--- src/rtl/car_pw_entry_pkg.sv ---
// Shared definitions for the car park password entry block.
//   state_t    : entry FSM states
//   DEF_PW_W   : default password width, matching the checker's pw port
//   VERDICT_OK : pw_ok level meaning "code accepted"
//   max3()     : sizing helper for the shared cycle timer
package car_pw_entry_pkg;

   typedef enum logic [1:0] {
      ST_IDLE    = 2'd0,
      ST_WAIT    = 2'd1,
      ST_OPEN    = 2'd2,
      ST_LOCKOUT = 2'd3
   } state_t;

   localparam int   DEF_PW_W   = 4;
   localparam logic VERDICT_OK = 1'b1;

   function automatic int max3(input int a, input int b, input int c);
      int m;
      m = (a > b) ? a : b;
      return (m > c) ? m : c;
   endfunction

endpackage

--- src/rtl/car_pw_entry_if.sv ---
// Request/verdict handshake between the password entry block and the checker.
//   pw       : code under test, stable while pw_valid=1
//   pw_valid : request, held until pw_ack or timeout
//   pw_ack   : verdict strobe from the checker
//   pw_ok    : verdict, sampled with pw_ack
// master = entry block, slave = checker.
interface car_pw_entry_if
   import car_pw_entry_pkg::*;
   #(parameter int PW_W = DEF_PW_W) ();

   logic [PW_W-1:0] pw;
   logic            pw_valid;
   logic            pw_ack;
   logic            pw_ok;

   modport master (output pw, output pw_valid, input pw_ack, input pw_ok);
   modport slave  (input pw, input pw_valid, output pw_ack, output pw_ok);

endinterface

--- src/rtl/car_pw_entry_cycle_timer.sv ---
// Load / count-down / expire timer shared by every timed state.
//   clk, rst : clock and synchronous active-high reset
//   load     : reload count with load_val (wins over counting)
//   load_val : cycles until expiry
//   expired  : high during the last counted cycle, so a state that loads N
//              on entry sees expired on its N-th cycle
module car_cycle_timer #(
   parameter int W = 7
) (
   input  logic         clk,
   input  logic         rst,
   input  logic         load,
   input  logic [W-1:0] load_val,
   output logic         expired
);

   logic [W-1:0] count;

   // NOTE: sequential state uses non-blocking assignments so every register
   // samples the pre-edge values of its neighbours.
   always_ff @(posedge clk) begin
      if (rst)
         count <= '0;
      else if (load)
         count <= load_val;
      else if (count != '0)
         count <= count - W'(1);
   end

   assign expired = (count == W'(1));

endmodule

--- src/rtl/car_pw_entry.sv ---
// Operator-side password entry: shifts in a bit-serial keypad code, offers it
// to the checker over chk, and acts on the verdict (open gate, re-enter
// prompt, or lockout after MAX_TRIES consecutive failures).
//   clk, rst          : clock and synchronous active-high reset
//   key_bit/strobe    : code bit and its shift pulse (MSB first)
//   key_clear         : discard partial entry
//   key_enter         : submit entry
//   chk               : pw/pw_valid out, pw_ack/pw_ok in
//   gate_open         : barrier open command
//   reenter           : one-cycle "key again" prompt
//   locked            : lockout active, keypad ignored
//   fail_cnt          : consecutive failures so far
// All outputs are registered.
module car_pw_entry
   import car_pw_entry_pkg::*;
#(
   parameter int PW_W        = DEF_PW_W,
   parameter int MAX_TRIES   = 3,
   parameter int ACK_TIMEOUT = 32,
   parameter int OPEN_CYCLES = 16,
   parameter int LOCK_CYCLES = 64
) (
   input  logic                         clk,
   input  logic                         rst,
   input  logic                         key_bit,
   input  logic                         key_strobe,
   input  logic                         key_clear,
   input  logic                         key_enter,
   car_pw_entry_if.master               chk,
   output logic                         gate_open,
   output logic                         reenter,
   output logic                         locked,
   output logic [$clog2(MAX_TRIES+1)-1:0] fail_cnt
);

   localparam int CNT_W = $clog2(PW_W + 1);
   localparam int FC_W  = $clog2(MAX_TRIES + 1);
   localparam int TMR_W = $clog2(max3(ACK_TIMEOUT, OPEN_CYCLES, LOCK_CYCLES) + 1);

   state_t            state, nxt_state;
   logic [PW_W-1:0]   sr, nxt_sr;
   logic [CNT_W-1:0]  bit_cnt, nxt_bit_cnt;
   logic [PW_W-1:0]   pw_q, nxt_pw;
   logic              pw_valid_q, nxt_pw_valid;
   logic              nxt_gate_open, nxt_reenter, nxt_locked;
   logic [FC_W-1:0]   nxt_fail_cnt, fail_inc;
   logic              tmr_load, tmr_expired;
   logic [TMR_W-1:0]  tmr_val;

   car_cycle_timer #(.W(TMR_W)) u_timer (
      .clk      (clk),
      .rst      (rst),
      .load     (tmr_load),
      .load_val (tmr_val),
      .expired  (tmr_expired)
   );

   assign chk.pw       = pw_q;
   assign chk.pw_valid = pw_valid_q;
   assign fail_inc     = fail_cnt + FC_W'(1);

   always_ff @(posedge clk) begin
      if (rst) begin
         state      <= ST_IDLE;
         sr         <= '0;
         bit_cnt    <= '0;
         pw_q       <= '0;
         pw_valid_q <= 1'b0;
         gate_open  <= 1'b0;
         reenter    <= 1'b0;
         locked     <= 1'b0;
         fail_cnt   <= '0;
      end else begin
         state      <= nxt_state;
         sr         <= nxt_sr;
         bit_cnt    <= nxt_bit_cnt;
         pw_q       <= nxt_pw;
         pw_valid_q <= nxt_pw_valid;
         gate_open  <= nxt_gate_open;
         reenter    <= nxt_reenter;
         locked     <= nxt_locked;
         fail_cnt   <= nxt_fail_cnt;
      end
   end

   // NOTE: every signal is given a default before the case so no path can
   // leave one unassigned and infer a latch.
   always_comb begin
      nxt_state     = state;
      nxt_sr        = sr;
      nxt_bit_cnt   = bit_cnt;
      nxt_pw        = pw_q;
      nxt_pw_valid  = pw_valid_q;
      nxt_gate_open = gate_open;
      nxt_reenter   = 1'b0;
      nxt_locked    = locked;
      nxt_fail_cnt  = fail_cnt;
      tmr_load      = 1'b0;
      tmr_val       = '0;

      unique case (state)
         ST_IDLE: begin
            // Key priority: clear > enter > strobe.
            if (key_clear) begin
               nxt_sr      = '0;
               nxt_bit_cnt = '0;
            end else if (key_enter) begin
               nxt_sr      = '0;
               nxt_bit_cnt = '0;
               if (bit_cnt == CNT_W'(PW_W)) begin
                  nxt_pw       = sr;
                  nxt_pw_valid = 1'b1;
                  nxt_state    = ST_WAIT;
                  tmr_load     = 1'b1;
                  tmr_val      = TMR_W'(ACK_TIMEOUT);
               end else begin
                  nxt_reenter = 1'b1;
               end
            end else if (key_strobe) begin
               // Overlong entries keep shifting; the oldest bit falls off.
               nxt_sr = {sr[PW_W-2:0], key_bit};
               if (bit_cnt != CNT_W'(PW_W))
                  nxt_bit_cnt = bit_cnt + CNT_W'(1);
            end
         end

         ST_WAIT: begin
            // An ack in the same cycle as expiry decides the outcome.
            if (chk.pw_ack && chk.pw_ok == VERDICT_OK) begin
               nxt_pw_valid  = 1'b0;
               nxt_fail_cnt  = '0;
               nxt_gate_open = 1'b1;
               nxt_state     = ST_OPEN;
               tmr_load      = 1'b1;
               tmr_val       = TMR_W'(OPEN_CYCLES);
            end else if (chk.pw_ack || tmr_expired) begin
               nxt_pw_valid = 1'b0;
               nxt_fail_cnt = fail_inc;
               if (fail_inc == FC_W'(MAX_TRIES)) begin
                  // No re-enter prompt while the keypad is locked out.
                  nxt_locked = 1'b1;
                  nxt_state  = ST_LOCKOUT;
                  tmr_load   = 1'b1;
                  tmr_val    = TMR_W'(LOCK_CYCLES);
               end else begin
                  nxt_reenter = 1'b1;
                  nxt_state   = ST_IDLE;
               end
            end
         end

         ST_OPEN: begin
            if (tmr_expired) begin
               nxt_gate_open = 1'b0;
               nxt_state     = ST_IDLE;
            end
         end

         ST_LOCKOUT: begin
            if (tmr_expired) begin
               nxt_locked   = 1'b0;
               nxt_fail_cnt = '0;
               nxt_state    = ST_IDLE;
            end
         end

         default: nxt_state = ST_IDLE;
      endcase
   end

endmodule
--- src/flat_wrapper.sv ---
// flat-port wrapper written by rule: the top's interface ports become plain ports
module car_pw_entry_flat import car_pw_entry_pkg::*;
#(
   parameter int PW_W        = DEF_PW_W,
   parameter int MAX_TRIES   = 3,
   parameter int ACK_TIMEOUT = 32,
   parameter int OPEN_CYCLES = 16,
   parameter int LOCK_CYCLES = 64
)
  (clk, rst, key_bit, key_strobe, key_clear, key_enter, gate_open, reenter, locked, fail_cnt, chk_pw, chk_pw_valid, chk_pw_ack, chk_pw_ok);
  car_pw_entry_if #(.PW_W(PW_W)) chk_i ();
  input  logic clk;
  input  logic rst;
  input  logic key_bit;
  input  logic key_strobe;
  input  logic key_clear;
  input  logic key_enter;
  output logic gate_open;
  output logic reenter;
  output logic locked;
  output logic [$clog2(MAX_TRIES+1)-1:0] fail_cnt;
  output wire logic [$bits(chk_i.pw)-1:0] chk_pw;
  output wire logic [$bits(chk_i.pw_valid)-1:0] chk_pw_valid;
  input wire logic [$bits(chk_i.pw_ack)-1:0] chk_pw_ack;
  input wire logic [$bits(chk_i.pw_ok)-1:0] chk_pw_ok;
  assign chk_pw = chk_i.pw;
  assign chk_pw_valid = chk_i.pw_valid;
  assign chk_i.pw_ack = chk_pw_ack;
  assign chk_i.pw_ok = chk_pw_ok;
  car_pw_entry #(.PW_W(PW_W), .MAX_TRIES(MAX_TRIES), .ACK_TIMEOUT(ACK_TIMEOUT), .OPEN_CYCLES(OPEN_CYCLES), .LOCK_CYCLES(LOCK_CYCLES)) u_core (.clk(clk), .rst(rst), .key_bit(key_bit), .key_strobe(key_strobe), .key_clear(key_clear), .key_enter(key_enter), .chk(chk_i), .gate_open(gate_open), .reenter(reenter), .locked(locked), .fail_cnt(fail_cnt));
endmodule
--- config.mk ---
export PLATFORM = sky130hd
export DESIGN_NAME = car_pw_entry_flat
export DESIGN_NICKNAME = d
export VERILOG_FILES = /design/src/rtl/car_pw_entry_pkg.sv /design/src/rtl/car_pw_entry_if.sv /design/src/rtl/car_pw_entry_cycle_timer.sv /design/src/rtl/car_pw_entry.sv /design/src/flat_wrapper.sv
export SDC_FILE = /design/constraint.sdc
export NUM_CORES = 1
export LEC_CHECK = 0
export ABC_CLOCK_PERIOD_IN_PS = 3720
export BUFFER_PORTS_ARGS = -buffer_cell sky130_fd_sc_hd__buf_2
export CORE_MARGIN = 2
export CORE_UTILIZATION = 45
export CTS_BUF_LIST = sky130_fd_sc_hd__clkbuf_16
export CTS_CLUSTER_DIAMETER = 60
export CTS_CLUSTER_SIZE = 8
export DETAILED_ROUTE_END_ITERATION = 16
export GPL_TIMING_DRIVEN = 1
export PLACE_DENSITY_LB_ADDON = 0.08
export SYNTH_ARGS = -nofsm -noshare
export SYNTH_HDL_FRONTEND = slang
export SYNTH_SLANG_ARGS = --single-unit
--- constraint.sdc ---
create_clock -name clk -period 3.72 [get_ports clk]
set_input_delay 0.744 -clock clk [delete_from_list [all_inputs] [get_ports clk]]
set_output_delay 0.744 -clock clk [all_outputs]
set_load 0.02 [all_outputs]
---- Word level (Yosys, flattened, before mapping) ----
Cells that the tools add are included.
word-level totals
  word-level logic and storage cells ...... 105
  memory bits (writable) .................. 0
  output and inout port bits .............. 10
  bits in latches ......................... 0
  memories ................................ 0
  bits of input ports ..................... 8
  register bits ........................... 26
  ROM bits ................................ 0
operators by class
  add/sub/neg operators ................... 3
  reduce and logical (&&, ||, !) cells .... 19
  mux-type cells .......................... 54
  equality and inequality tests ........... 18
  multipliers ............................. 0
  shifts and indexed selects .............. 0
  bitwise logic cells ..................... 1
  divide/modulo/power cells ............... 0
  $lt $le $gt $ge ......................... 0
operators by type and width
  operator             count
  $mux 7               7
  $mux 1               22
  $mux 2               9
  $reduce_and 5->1     3
  $ne 2x1->1 const B   7
  $pmux 7 s2           1
  $mux 3               4
  $mux 4               3
  $pmux 1 s2           5
  $reduce_and 3->1     3
  $reduce_bool 2->1    4
  $eq 7x1->1 const B   1
  $reduce_bool 7->1    1
  $sub 7x1->7 const B  1
  $eq 2x2->1 const B   3
  $mux 6               1
  $ne 2x2->1 const B   3
  $pmux 2 s3           1
  $reduce_bool 3->1    2
  $pmux 2 s2           1
  $reduce_and 4->1     1
  $add 3x1->3 const B  1
  $eq 3x3->1 const B   1
  $ne 3x1->1 const B   1
  9 further kinds      9

---- Longest topological paths before layout ----
Gate-level depths: netlist of the first run.
  depth after elaboration ................. 7
  gate-level depth with buffers ........... 7
  depth with buffers taken out ............ 6

---- Modules after synthesis ----
From an unflattened synthesis of the first run, not the netlist that was laid out.
second synthesis, totals
  cells, all modules ...................... 157
  area, all modules ....................... 1426.4 um^2
modules (own cells, without submodules)
  module           area an instance (um^2)  sequential area each (um^2)  cells an instance  instances
  car_pw_entry     985.9                    380.4                        106                1
  car_cycle_timer  440.4                    140.1                        51                 1

---- Worst setup path before layout of the first run ----
OpenSTA, ideal clock, no wires.
  path kind ............................... in2reg
  start point ............................. in chk_pw_ack
  end point ............................... reg u_core.state[1]
  arrival ................................. 1942 ps
  path slack .............................. 1707 ps
  setup time .............................. 71 ps
  stages on the path ...................... 5
  path buffers ............................ 1
  data required time ...................... 3649 ps
  cell sequence ........................... clkbuf_1 -> nor2b_1 -> o32a_1 -> or4_1 -> a21oi_1
on the way
  longest elaborated chain between the ends .. 3
  elaborated cells between the ends (all ways) .. 6
  classes of those cells .................. eq/ne: 1; mux: 2; reduce/logical: 3
RTL lines
  item                                                                    RTL line                                  source
  start, declared                                                         flat_wrapper.sv:24                        input wire logic [$bits(chk_i.pw_ack)-1:0] chk_pw_ack;
  $logic_or 1x1->1 / $logic_and 1x1->1 (equally long branches)            car_pw_entry.sv:136, car_pw_entry.sv:129
  $ne 3x1->1 (no source line) / $mux 2 (equally long branches)            --
  $reduce_and 5->1 (no source line) / $pmux 2 s3 (equally long branches)  --
  end signal, assigned                                                    car_pw_entry.sv:74                        state <= nxt_state;
  end, declared                                                           car_pw_entry.sv:40                        state_t state, nxt_state;
Parallel ways exist; a longest one is shown, timed or not.
A chain may end at the register's enable or synchronous reset.

---- Worst setup path in the final report of the first run ----
  start point ............................. reg u_core.u_timer.count[3]
  end point ............................... reg u_core.state[1]
on the way
  longest elaborated chain between the ends .. 4
  elaborated cells between the ends (all ways) .. 5
  classes of those cells .................. eq/ne: 3; reduce/logical: 2
RTL lines
  item                                 RTL line                        source
  start, declared                      car_pw_entry_cycle_timer.sv:17  logic [W-1:0] count;
  start signal, assigned               car_pw_entry_cycle_timer.sv:25  count <= load_val;
  start signal, assigned               car_pw_entry_cycle_timer.sv:27  count <= count - W'(1);
  $eq 7x1->1 *                         car_pw_entry_cycle_timer.sv:30  assign expired = (count == W'(1));
  $logic_or 1x1->1                     car_pw_entry.sv:136             end else if (chk.pw_ack || tmr_expired) begin
  $ne 3x1->1 (no source line)          --
  $reduce_and 5->1 (no source line) *  --
Mark *: on every way between the ends. The rest lies on a longest branch, timed or not.

==> summary.txt, run 1 <==
Status
  • Status: finished, final reports clean

Clock network
  • CTS buffer count: 3
  • Max clock buf depth: 2
  • Cts repair resizes: 0
  • Sink Count: 26
  • Worst-path clk slew: 0.06 ns
  • Worst-Skew Late Latency: 0.26 ns
  • Setup repair bufs after CTS: 0
  • CTS tree: built
  • Root Buffer: clkbuf_16
  • Hold Buf Count CTS: 0
  • CTS HTree Levels: 1

Power and ir drop
  • LEAKAGE: 0.000639 uW
  • Sw Ratio: 0.328
  • Combinational power share: 0.339
  • Pwr dens: 617 mW/mm^2
  • VDD IR max: 0.251 mV
  • Clock Power Share: 0.307
  • Sequential power share: 0.354
  • P_int: 677 uW
  • NetSw: 330 uW

Logic synthesis
  • Gate count after technology mapping: 167
  • Warnings from Yosys: 0
  • Yosys cell types: 38
  • Xor-xnor portion of the synthesized cell area: 0.0310
  • Post-Synth Simple-Gate Area: 0.225
  • Ys async rst share: 0
  • Top cell type's share of synthesized area: 0.368
  • Synth Area in Compound Gates: 0.226
  • Mux share of post-synthesis cell area: 0.0159
  • FF+latch count, synth: 26
  • Syn avg cell area: 8.47 sq um
  • Register area share after synthesis: 0.368
  • Number of synthesized flops with an enable pin: 0
  • Synth Cell Area: 0.00141 sq mm
  • Largest family of logic cells by synthesized area: compound AO/OA/AOI/OAI gates
  • Top cell type by total area after synthesis: dfxtp_1
  • Syn Nets: 185
  • Primary FF master, synth: dfxtp_1
  • Ranking of synthesized cells by area: dfxtp_1 37%, ha_1 8.8%, a21oi_1 5.3%
  • Adder-cell area share of the yosys netlist: 0.0885

Routing
  • Post-Route WL: 3010 microns
  • Highest Signal Layer: met4
  • DR pass1 iterations: 4
  • DRT iter0 DRCs: 62
  • DRC errors left: 0
  • Vias/cell: 5.56
  • Metal3 WL: 80 microns
  • Via count: 1,251
  • Post-route ant nets: 0
  • Routed length on met1: 1500 microns
  • Post-DR wirelength/cell: 13.4 microns
  • Metal2 WL: 1390 microns

Die
  • I/O Pins: 18
  • Core ar.: 0.00303 sq mm
  • Initial core utilization: 0.467
  • Std cell rows: 20
  • Die footprint: 0.00361 sq mm
  • Die height: 60.1 microns
  • Die X: 60.1 microns

Worst setup path
  • Critical Path Fanout Max: 7
  • Delay-heaviest family, CP: simple AND/OR/NAND/NOR gates
  • CP max stage delay: 0.68 ns
  • CP Class: reg2reg
  • Crit path arrival time: 2.19 ns
  • Critical-path cell list: or4_1, o32a_1, or4_1, a21oi_1
  • FF-to-FF path depth: 4
  • Slowest cell on crit path: or4_1
  • Startpoint Class: register
  • Crit. End Element: register
  • Bufs and invs on worst path: 0
  • Crit path depth: 4
  • Most Frequent Cell on Critical Path: or4_1
  • Critical path data required time: 3.91 ns

Placement
  • Placer Congestion: 0.835
  • Port Buffers: 17
  • Placed insts: 221
  • DP Wirelength: 2190 microns

Global route
  • Largest net degree at the start of global routing: 30
  • Total GRT Usage: 0.189
  • First-pass GRT wire length: 5240 microns
  • Vias in the first global route: 1,173
  • Initial antenna violation count: 0
  • Overflow after GRT: 0

Timing
  • Worst hold margin: 0.455 ns
  • Max Clock Freq: 498 MHz
  • Final hold vios: 0
  • Worst Tran Pin Value: 0.558 ns
  • Setup clock skew after layout: 0.00266 ns
  • Setup TNS: 0 ns
  • Slew HR: 0.628
  • Fin. max-slew vios: 0
  • Final Cycle Share: 0.539
  • Setup-failing EPs final: 0
  • Unrepaired setup endpoints after global routing: no
  • Tmin final: 2.01 ns

Final layout
  • ANT cells: 0
  • Layout Nets: 200
  • Commonest cells after routing, fill and taps aside: 26 x dfxtp_1, 17 x nand2_1, 17 x buf_2, 15 x a21oi_1
  • Syn-to-layout area delta: 15.4%
  • Final Non-Filler Cells: 225
  • Share of cells above drive strength 1: 0.160
  • Commonest non-fill, non-tap cell in the layout: dfxtp_1

Run
  • Max-Cap Viols: 0

Hold path
  • Worst Hold Class: reg2reg
  • WHS Path Cells: 2
## metal layers
layer,vias to the layer above,GRT usage
li1,632,-
met1,596,0.258
met2,18,0.297
met3,5,0.0303
met4,0,0.0762
met5,-,0
## worst min-delay path, stage by stage (launching register included)
cell and delay [ns]:
dfxtp_1 0.30, nand2_1 0.05, a21oi_1 0.05
## registers in the layout, summed over array words and instances (netlist names)
register and cells:
u_core.locked 1, u_core.chk.pw_valid 1, u_core.chk.pw 4, u_core.sr 4
u_core.gate_open 1, u_core.fail_cnt 2, u_core.state 2, u_core.u_timer.count 7
u_core.bit_cnt 3, u_core.reenter 1
## through the flow
step / area (sq um) / utilization / total power [uW] / setup WS (ns)
floorplan: 1410 / - / 632 / 1.71
global placement: 1530 / 0.504 / 686 / 1.77
detailed placement: 1530 / 0.504 / 698 / 1.72
CTS: 1630 / 0.539 / 1010 / 1.72
global route: 1630 / 0.539 / 1090 / 1.56
finish: 1630 / 0.539 / 1010 / 1.71
## worst paths after layout
check / from / slack [ns] / endpoint
setup / recovery: u_core.u_timer.count[3] / 1.71 / u_core.state[1]
hold / removal: u_core.chk.pw[3] / 0.46 / u_core.chk.pw[3]
setup reg to reg: u_core.u_timer.count[3] / 1.71 / u_core.state[1]
hold reg to reg: u_core.chk.pw[3] / 0.46 / u_core.chk.pw[3]
## cell families after synthesis
logic type	count (synthesis)
simple gates	62
xor+xnor	5
flops	26
mux	2
fa+ha+maj	10
compound gates	45
buf+inv	17
## Yosys cell counts (2+ instances only)
library cell  instances
clkbuf_1              6
a221oi_2              2
xor2_1                2
nor3b_1               2
nor2b_1               5
dfxtp_1              26
xnor2_1               3
nor3_1                5
nor4_1                3
nand3_1               4
nand2b_1              2
a21boi_0              2
a22oi_1               4
o21ai_0               3
mux2_2                2
or4_1                 3
a21oi_1              15
nor2_1               10
a211oi_1              2
o31a_1                3
and2_1                2
o31ai_1               3
inv_1                10
o211ai_1              5
nand4_1               3
nand2_1              17
or2_2                 3
ha_1                 10
## power by group through the flow
stage / clock (uW) / sequential, uW / combinational, uW
finish: 309 / 357 / 341
CTS: 316 / 356 / 340
global placement: 0 / 358 / 328
detailed placement: 0 / 362 / 336
global route: 332 / 362 / 392
floorplan: 0 / 355 / 277
## layout make-up
| class | instances | area, sq um |
|---|---|---|
| Clock inverter | 1 | 30.0 |
| Clock buffer | 3 | 75.1 |
| Inverter | 10 | 37.5 |
| Timing Repair Buffer | 17 | 85.1 |
| Fill cell | 293 | 1400 |
| Multi-Input combinational cell | 124 | 828 |
| Sequential cell | 26 | 520 |
| Tap cell | 44 | 55.1 |
No activity file was read; power rests on OpenSTA's default activity.
==> inputs of run 2 (changes only) <==
--- a/config.mk
+++ b/config.mk
@@ -5,7 +5,7 @@
 export SDC_FILE = /design/constraint.sdc
 export NUM_CORES = 1
 export LEC_CHECK = 0
-export ABC_CLOCK_PERIOD_IN_PS = 3720
+export ABC_CLOCK_PERIOD_IN_PS = 2100
 export BUFFER_PORTS_ARGS = -buffer_cell sky130_fd_sc_hd__buf_2
 export CORE_MARGIN = 2
 export CORE_UTILIZATION = 45
==> constraint.sdc (replaced) <==
create_clock -name clk -period 2.1 [get_ports clk]
set_input_delay 0.42 -clock clk [delete_from_list [all_inputs] [get_ports clk]]
set_output_delay 0.42 -clock clk [all_outputs]
set_load 0.02 [all_outputs]
==> summary.txt, run 2 (synthesis gave the netlist of run 1 again) <==
Status
  • Status: finished, final reports clean

Final layout
  • Commonest cells after routing, fill and taps aside: 26 x dfxtp_1, 17 x nand2_1, 17 x buf_2, 15 x a21oi_1
  • Largest register by flop count: u_core.u_timer.count
  • FILL cells: 280 (-4.4%)
  • Max FFs per register: 7 (unchanged)
  • Multi-input logic area: 832 sq um (+0.45%)
  • Util after Layout: 0.545 (+0.00620)
  • Share of cells above drive strength 1: 0.175 (+0.0146)
  • Syn-to-layout area delta: 16.7%
  • Layout Nets: 202 (+1.0%)
  • ANT cells: 0 (unchanged)
  • FF/Latch Area: 520 sq um (unchanged)
  • Commonest non-fill, non-tap cell in the layout: dfxtp_1

Run
  • Max-Cap Viols: 0 (unchanged)

Global route
  • Largest net degree at the start of global routing: 30 (unchanged)
  • Total GRT Usage: 0.190 (+0.000977)
  • First-pass GRT wire length: 5180 microns (-1.1%)
  • Initial antenna violation count: 0 (unchanged)
  • Overflow after GRT: 0 (unchanged)
  • Vias in the first global route: 1,179 (+0.51%)

Timing
  • Slew HR: 0.629 (+0.00137)
  • Setup clock skew after layout: 0.00245 ns (-0.000209 ns)
  • Tmin final: 1.90 ns (-0.107 ns)
  • Setup TNS: 0 ns (unchanged)
  • Max Clock Freq: 526 MHz (+5.6%)
  • Setup-failing EPs final: 0 (unchanged)
  • Fin. max-slew vios: 0 (unchanged)
  • Final hold vios: 0 (unchanged)
  • Worst Tran Pin Value: 0.551 ns (-0.00714 ns)
  • Final Cycle Share: 0.905 (+0.365)
  • Unrepaired setup endpoints after global routing: no

Clock network
  • CTS HTree Levels: 1 (unchanged)
  • Sink Count: 26 (unchanged)
  • Max clock buf depth: 2 (unchanged)
  • Root Buffer: clkbuf_16
  • CTS tree: built
  • Worst-Skew Late Latency: 0.26 ns (about the same)
  • CTS buffer count: 3 (unchanged)
  • Worst-path clk slew: 0.06 ns (about the same)

Routing
  • Vias/cell: 5.50 (-1.1%)
  • Metal2 WL: 1380 microns (-1.0%)
  • Metal3 WL: 185 microns (+130%)
  • Highest Signal Layer: met4
  • Via count: 1,248 (-0.24%)
  • DR pass1 iterations: 4 (unchanged)
  • Routed length on met1: 1410 microns (-6.1%)
  • Post-Route WL: 3010 microns (+0.20%)
  • DRC errors left: 0 (unchanged)
  • Post-route ant nets: 0 (unchanged)
  • DRT iter0 DRCs: 78 (+26%)
  • Post-DR wirelength/cell: 13.3 microns (-0.68%)

Power and ir drop
  • Pwr dens: 1100 mW/mm^2 (+79%)
  • VDD IR max: 0.466 mV (+86%)
  • LEAKAGE: 0.000649 uW (+1.5%)
  • Total power: 1820 uW (+81%)

Worst setup path
  • Startpoint Class: register
  • Critical Path Fanout Max: 7 (unchanged)
  • Crit. End Element: register
  • Crit path arrival time: 2.09 ns (-0.10 ns)
  • CP Class: reg2reg
  • Critical path data required time: 2.29 ns (-1.62 ns)

Die
  • I/O Pins: 18 (unchanged)
  • Initial core utilization: 0.467 (unchanged)
  • Die height: 60.1 microns (unchanged)
  • Die footprint: 0.00361 sq mm (unchanged)
  • Die X: 60.1 microns (unchanged)
  • Std cell rows: 20 (unchanged)
  • Core ar.: 0.00303 sq mm (unchanged)

Placement
  • Port Buffers: 17 (unchanged)
  • Placer Congestion: 0.788 (-5.5%)
  • DP Wirelength: 2210 microns (+1.2%)

Hold path
  • Worst Hold Class: in2reg
[run 2: worst paths after layout]
check	startpoint	endpoint	slack, ns	cells past startpoint
min	key_bit	u_core.sr[0]	0.39	3
min reg2reg	u_core.chk.pw[2]	u_core.chk.pw[2]	0.45	2
max	u_core.u_timer.count[2]	u_core.state[1]	0.20	4
max reg2reg	u_core.u_timer.count[2]	u_core.state[1]	0.20	4
[run 2: final cells by class]
class,instances,area share
multi-input combinational,124,0.504
sequential,26,0.315
timing repair buffer,19,0.0607
clock buffer,3,0.0455
tap,44,0.0334
inverter,10,0.0227
clock inverter,1,0.0182
[run 2: repair_timing]
| item | CTS | global route |
|---|---|---|
| hold buffers | 0 | 0 |
| resized for setup | 0 | 1 |
| setup buffers | 0 | 0 |
| endpoints found under the setup margin | 0 | 1 |
[run 2: power breakdown]
| group | total [uW] | internal, uW | switching, uW |
|---|---|---|---|
| Sequential | 639 | 562 | 76.6 |
| Clock | 550 | 379 | 170 |
| Combinational | 631 | 276 | 355 |
[run 2: through the flow]
stage / hold slack [ns] / cells / setup WS (ns) / cell area [sq um]
after CTS: 0.396 / 227 / 0.112 / 1650
after floorplan: 0.432 / 167 / 0.290 / 1410
after global routing: 0.445 / 227 / 0.0936 / 1650
final: 0.394 / 227 / 0.200 / 1650
after detailed placement: 0.444 / 223 / 0.118 / 1540
after global placement: 0.441 / 223 / 0.183 / 1540
[run 2: metal layers]
layer	global-route usage	up-vias
li1	-	636
met1	0.246	567
met2	0.311	39
met3	0.0411	6
met4	0.0667	0
met5	0	-
[run 2: worst max-delay path: stages (launching register included)]
cell     delay (ns)
dfxtp_1        0.36
or4_4          0.61
o32a_1         0.22
or4_1          0.48
a21oi_1        0.15
